## src/rtl/vram_arbiter.sv

```systemverilog
// vram_arbiter: shares a single-port video RAM between display scan-out
// (absolute priority, one fetch per logical pixel) and a req/ack writer.
// Optional feature: define VRAM_ARB_STATS_EN to add the drop_cnt output,
// a saturating count of out-of-range writes that were acked but dropped.
module vram_arbiter #(
   parameter int H_PIXELS = 128,
   parameter int V_PIXELS = 96,
   parameter int ADDR_W   = 14,
   parameter int DATA_W   = 3
) (
   input  logic              clk,
   input  logic              reset,
   input  logic              disp_active,
   input  logic [6:0]        disp_hpixel,
   input  logic [6:0]        disp_vpixel,
   input  logic              wr_req,
   input  logic [ADDR_W-1:0] wr_addr,
   input  logic [DATA_W-1:0] wr_data,
   output logic              wr_ack,
   output logic [ADDR_W-1:0] mem_addr,
   output logic              mem_en,
   output logic              mem_we,
   output logic [DATA_W-1:0] mem_wdata,
   input  logic [DATA_W-1:0] mem_rdata,
   output logic [DATA_W-1:0] pix_rgb,
   output logic              fetch_overrun
`ifdef VRAM_ARB_STATS_EN
   ,
   output logic [15:0]       drop_cnt
`endif
);

   localparam int unsigned NPIX = H_PIXELS * V_PIXELS;

   typedef enum logic [1:0] {IDLE, RD, CAP, WR} state_t;

   state_t      state;
   logic [13:0] cur_pair;
   logic [13:0] pend_pair;
   logic [13:0] last_pair;
   logic        pend_vld;
   logic        last_vld;
   logic        disp_req;
   logic        wr_in_range;

   assign cur_pair = {disp_vpixel, disp_hpixel};

   // A pending pair is the newest one requested, so compare against it while
   // it is outstanding; otherwise compare against the last fetched pair.
   assign disp_req = disp_active &&
                     (pend_vld ? (cur_pair != pend_pair)
                               : (!last_vld || (cur_pair != last_pair)));

   assign wr_in_range = ({1'b0, wr_addr} < (ADDR_W+1)'(NPIX));

   function automatic logic [ADDR_W-1:0] pair_addr(input logic [13:0] p);
      return ADDR_W'(p[13:7]) * ADDR_W'(H_PIXELS) + ADDR_W'(p[6:0]);
   endfunction

   // Arbiter FSM; RAM strobes are registered on entry to each state so they
   // are a pure function of the state register during that cycle.
   always_ff @(posedge clk) begin
      if (!reset) begin
         state         <= IDLE;
         wr_ack        <= 1'b0;
         mem_addr      <= '0;
         mem_en        <= 1'b0;
         mem_we        <= 1'b0;
         mem_wdata     <= '0;
         pix_rgb       <= '0;
         fetch_overrun <= 1'b0;
         pend_pair     <= '0;
         last_pair     <= '0;
         pend_vld      <= 1'b0;
         last_vld      <= 1'b0;
`ifdef VRAM_ARB_STATS_EN
         drop_cnt      <= '0;
`endif
      end else begin
         wr_ack    <= 1'b0;
         mem_en    <= 1'b0;
         mem_we    <= 1'b0;
         mem_addr  <= '0;
         mem_wdata <= '0;
         case (state)
            IDLE: begin
               if (disp_req || pend_vld) begin
                  state    <= RD;
                  mem_en   <= 1'b1;
                  mem_addr <= pair_addr(disp_req ? cur_pair : pend_pair);
               end else if (wr_req) begin
                  state     <= WR;
                  wr_ack    <= 1'b1;
                  mem_addr  <= wr_addr;
                  mem_wdata <= wr_data;
                  mem_en    <= wr_in_range;
                  mem_we    <= wr_in_range;
`ifdef VRAM_ARB_STATS_EN
                  if (!wr_in_range && (drop_cnt != 16'hFFFF))
                     drop_cnt <= drop_cnt + 16'd1;
`endif
               end
            end
            RD: begin
               state     <= CAP;
               pend_vld  <= 1'b0;
               last_pair <= pend_pair;
               last_vld  <= 1'b1;
            end
            CAP: begin
               state   <= IDLE;
               pix_rgb <= disp_active ? mem_rdata : '0;
            end
            default: state <= IDLE;
         endcase
         // A new pair overrides the RD clear above; overwriting one that has
         // not reached RD yet is an overrun.
         if (disp_req) begin
            pend_pair <= cur_pair;
            pend_vld  <= 1'b1;
            if (pend_vld && (state != RD))
               fetch_overrun <= 1'b1;
         end
         // Blanking clears the output and forces a refetch on re-entry.
         if (!disp_active) begin
            pix_rgb  <= '0;
            last_vld <= 1'b0;
         end
      end
   end

endmodule
```

## config.mk

```make
export PLATFORM = sky130hd
export DESIGN_NAME = vram_arbiter
export DESIGN_NICKNAME = d
export VERILOG_FILES = /design/src/rtl/vram_arbiter.sv
export SDC_FILE = /design/constraint.sdc
export NUM_CORES = 1
export LEC_CHECK = 0
export ABC_AREA = 0
export BUFFER_PORTS_ARGS = -buffer_cell sky130_fd_sc_hd__buf_4
export CORE_MARGIN = 2
export CORE_UTILIZATION = 58
export CTS_CLUSTER_SIZE = 28
export DETAILED_ROUTE_END_ITERATION = 10
export PLACE_DENSITY = 0.84
export REMOVE_ABC_BUFFERS = 1
export SYNTH_ARGS = -nofsm -noshare
export SYNTH_HDL_FRONTEND = slang
export SYNTH_SLANG_ARGS = --single-unit
```

## constraint.sdc

```tcl
create_clock -name clk -period 3.38 [get_ports clk]
set_clock_uncertainty 0.15 [all_clocks]
set_input_delay 0.169 -clock clk [delete_from_list [all_inputs] [get_ports clk]]
set_output_delay 0.169 -clock clk [all_outputs]
set_load 0.05 [all_outputs]
```

## Yosys cells after proc, flatten, opt, wreduce, memory -nomap -nowiden

Index checks and enable logic that the tools add are counted.
W data, S select, Z words.

- Output and inout bits: 24
- Bits in registers: 56
- Memories: 0
- Bits in latches: 0
- Memory bits (writable): 0
- Memory bits (read-only): 0
- Logic and storage cells: 47

- Shift-type cells: 0
- Magnitude comparators: 1
- Divide/modulo/power cells: 0
- Multiply operators: 0
- Equal/unequal tests: 6
- $add $sub $neg: 1
- Reduce and logical (&&, ||, !) cells: 12
- Bitwise gates (word level): 3
- Multiplexer cells: 12

Operators by type and width:

| operator | number |
|---|---|
| $mux W14 | 3 |
| $ne A14 B14 Y1 | 2 |
| $add A14 B7 Y14 | 1 |
| $lt A14 B14 Y1 const B | 1 |
| $mux W1 | 6 |
| $reduce_and A2 Y1 | 3 |
| $mux W2 | 2 |
| $pmux W2 S2 | 1 |
| $reduce_or A4 Y1 | 1 |
| $ne A3 B3 Y1 const B | 1 |
| $not A1 Y1 | 3 |
| $reduce_or A3 Y1 | 1 |
| $eq A2 B1 Y1 const B | 1 |
| $eq A2 B2 Y1 const B | 1 |
| $logic_and A1 B1 Y1 | 2 |
| $logic_not A2 Y1 | 1 |
| $logic_or A1 B1 Y1 | 2 |
| $ne A2 B1 Y1 const B | 1 |
| $reduce_bool A2 Y1 | 1 |
| $logic_not A1 Y1 | 1 |

## Logic depth before layout (Yosys ltp)

- Depth in word-level cells: 7
- Mapped depth: 8

## Least setup slack after synthesis

Ideal clock, no wire load.

- Kind: register to register
- Start: reg pend_pair[12]
- End: reg mem_addr[1]
- Path slack: 1.439 ns
- Data required time: 3.156 ns
- Arrival: 1.717 ns
- Cell stages (with the launch flop): 8
- Cells stage by stage: dfxtp_1 > xnor2_1 > nand4_1 > or4_1 > buf_6 > buf_6 > a31o_1 > o211ai_2

- Cells in the longest elaborated chain, start to end: 6

RTL lines:

| element | line | RTL |
|---|---|---|
| start: declaration | 39 | `logic [13:0] pend_pair;` |
| start signal: assignment | 119 | `pend_pair <= cur_pair;` |
| $ne A14 B14 Y1 * | 51 | `(pend_vld ? (cur_pair != pend_pair)` |
| $mux W1 * | 51 |  |
| $logic_and A1 B1 Y1 * | 50 | `assign disp_req = disp_active &&` |
| $mux W14 | -- |  |
| $add A14 B7 Y14 | 57 | `return ADDR_W'(p[13:7]) * ADDR_W'(H_PIXELS) + ADDR_W'(p[6:0]);` |
| $mux W14 * | 87 | `if (disp_req \|\| pend_vld) begin` |
| end signal: assignment | 90 | `mem_addr <= pair_addr(disp_req ? cur_pair : pend_pair);` |
| end signal: assignment | 94 | `mem_addr <= wr_addr;` |
| end: declaration | 20 | `output logic [ADDR_W-1:0] mem_addr,` |

Every way passes the cells marked *; elsewhere a longest branch is shown, timed or not.
A chain may end at the register's enable or synchronous reset.

## Final worst setup path

- Start: reg pend_vld
- End: reg mem_we

- Cells in the longest elaborated chain, start to end: 4

RTL lines:

| element | line | RTL |
|---|---|---|
| start: declaration | 41 | `logic pend_vld;` |
| start signal: assignment | 74 | `pend_vld <= 1'b0;` |
| start signal: assignment | 106 | `pend_vld <= 1'b0;` |
| start signal: assignment | 120 | `pend_vld <= 1'b1;` |
| $mux W1 | 51 |  |
| $logic_and A1 B1 Y1 | 50 |  |
| $logic_or A1 B1 Y1 * | 87 |  |
| $reduce_or A3 Y1 (no line) * | -- |  |
| end signal: assignment | 97 | `mem_we <= wr_in_range;` |
| end: declaration | 22 | `output logic mem_we,` |

Marks and branches as above.

==> reports/qor.yml <==
status: "completed"
grt_pass1_vias: 2428
fin_ws_ns: 0.348
antenna_found_initial: 0
dpl_cell_area_um2: 3270
ys_types: 36
grt_max_degree: 45
synth_edf_count: 0
fmax_mhz: 330
vias: 2768
die_h_um: 74.2
max_slew_margin_pct: 31.3
ff2ff_path_depth: 7
path_cells: "nand2b_1 > nor4_1 > and4_1 > buf_4 > o31ai_2 > a211oi_1 > dlygate4sd3_1"
final_common_cell: "buf_4"
tns_ns: 0
finalNetCount: 423
setup_viol: 0
num_antenna_cells: 0
cts_num_sinks: 56
place_congestion: 0.887
route.detailed.wl_per_inst_um: 16.7
hpwl_mm: 4.71
critical_path_arrival_ns: 3.14
ir_worst_vdd_mv: 0.301
wl_mm: 7.57
drc_errors: 0
cts_resized: 0
period_needed_ns: 3.03
overflow: 0
drt_iter0_markers: 444
cp.buffers_inverters: 2
cts_buffers: 5
fin_crit_sh_pct: 89.7
path_class: "reg2reg"
min_path_cells: 3
final_cells: 453
drv_slew: 0
path_max_fanout: 44
path_clk_slew_ns: 0.10
crit_required_ns: 3.49
drive_above_1_share_pct: 21.8
crit_path_top_delay_cell: "dlygate4sd3_1"
dieArea_um2: 5510
path_depth: 7
place_inst: 432
area_growth_syn_to_layout_pct: 22.9
start_util_pct: 60.5
layout_common_cells: "buf_4, dfxtp_1, nand2_1"
dr.pass1.iters: 5
crit_family: "buffers and inverters"
leakagePower_uw: 0.00141
holdBufCountCts: 12
grt_pass1_wl_mm: 12.1
viasPerCell: 6.11
place_ws_ns: 0.763
ios: 62
fin_area_um2: 3510
post_cts_buffers: 0
cts_root_buffer: "clkbuf_8"
synth-seq-cells: 56
rsz0062_at_grt: "false"
cpPeakStageDelay_ns: 0.57
synth_area_per_cell_um2: 8.59
worstSkewPairLatency_ns: 0.31
synthCells: 333
total_power_uw: 1450
core_area_um2: 4720
drv_cap: 0
rows: 25
hold_viol_final: 0
die-width_um: 74.2
tightest_slew_ns: 1.03
hp-class: "in2reg"
ant_nets: 0
htreeDepth: 2
synthFlopType: "dfxtp_1"
crit_path_end_kind: "flop"
track_usage_pct: 28.2
postSynth.asyncResetShare_pct: 0
ys_seq_area_share_pct: 39.2
synthesis.area_um2: 2860
portBuffers: 61
power_density_nw_per_um2: 414
crit_path_start_kind: "flop"
cts_tree: "done"
synth-warning-count: 0
clockBufferDepth: 2
==> cells in the mapped netlist, types with 2 or more instances <==
cell	n	area, um^2
dfxtp_1	56	1120
nand2_1	44	165
a21oi_1	31	155
clkbuf_1	18	67.6
nand4_1	18	113
nand3_1	15	75.1
o31ai_1	15	113
or4_1	14	105
xnor2_1	14	123
xor2_1	14	123
o311ai_1	13	114
a31o_1	10	87.6
o211ai_1	8	60.1
buf_2	7	35.0
nor2_1	7	26.3
inv_1	5	18.8
nor3_1	5	25.0
o211ai_2	5	62.6
nand2b_1	4	25.0
nor4_1	4	25.0
a31o_2	3	26.3
buf_1	3	11.3
buf_4	3	22.5
mux2i_1	3	30.0
buf_6	2	22.5
o31a_1	2	17.5
==> worst paths after layout <==
path,from,endpoint,slack (ns)
hold / removal,wr_addr[11],mem_addr[11],0.003
setup reg to reg,pend_vld,mem_we,0.35
hold reg to reg,last_pair[1],last_pair[1],0.32
setup / recovery,pend_vld,mem_we,0.35
==> stage by stage <==
stage	hold slack (ns)	utilization, %
after floorplan	0.118	-
after global placement	0.222	69.3
after detailed placement	0.228	69.3
after CTS	0.000397	74.2
after global routing	0.00430	74.4
final	0.00263	74.4
==> cells by family after synthesis <==
family | Yosys count | synth area share, %
buffers and inverters | 39 | 6.35
xor gates and xnor gates | 28 | 8.58
muxes | 3 | 1.05
AOI/OAI and AO/OA | 92 | 23.8
and+or+nand+nor | 115 | 21.1
DFF | 56 | 39.2
==> where the power goes <==
part           leakage [uW]  internal (uW)  switching [uW]
combinational      0.000892            114             179
sequential         0.000458            693            28.0
clock             0.0000558            224             215
==> flip-flops by register name, indices dropped and copies added, names as in the netlist <==
name and cells:
fetch_overrun 1, last_pair 14, last_vld 1, mem_addr 14, mem_en 1, mem_wdata 3, mem_we 1, pend_pair 14
pend_vld 1, pix_rgb 3, state 2, wr_ack 1
==> metal layers <==
metal,vias up,wire length (um),global-route usage (%)
met5,-,0,0
met4,0,115,9.92
met3,11,646,5.56
met2,138,3520,41.9
met1,1281,3280,40.9
li1,1338,-,-
==> tightest hold or removal path, cell delays in order <==
cell      delay (ns)
buf_4           0.11
o311ai_1        0.07
o211ai_1        0.08
==> final cells by class <==
cell class	count	area (um^2)
timing repair buffer	78	618
tap	67	83.8
sequential	56	1120
fill	358	1210
clock buffer	6	72.6
clock inverter	2	38.8
inverter	6	22.5
multi-input combinational	238	1560
No activity file was read; power rests on OpenSTA's default activity.
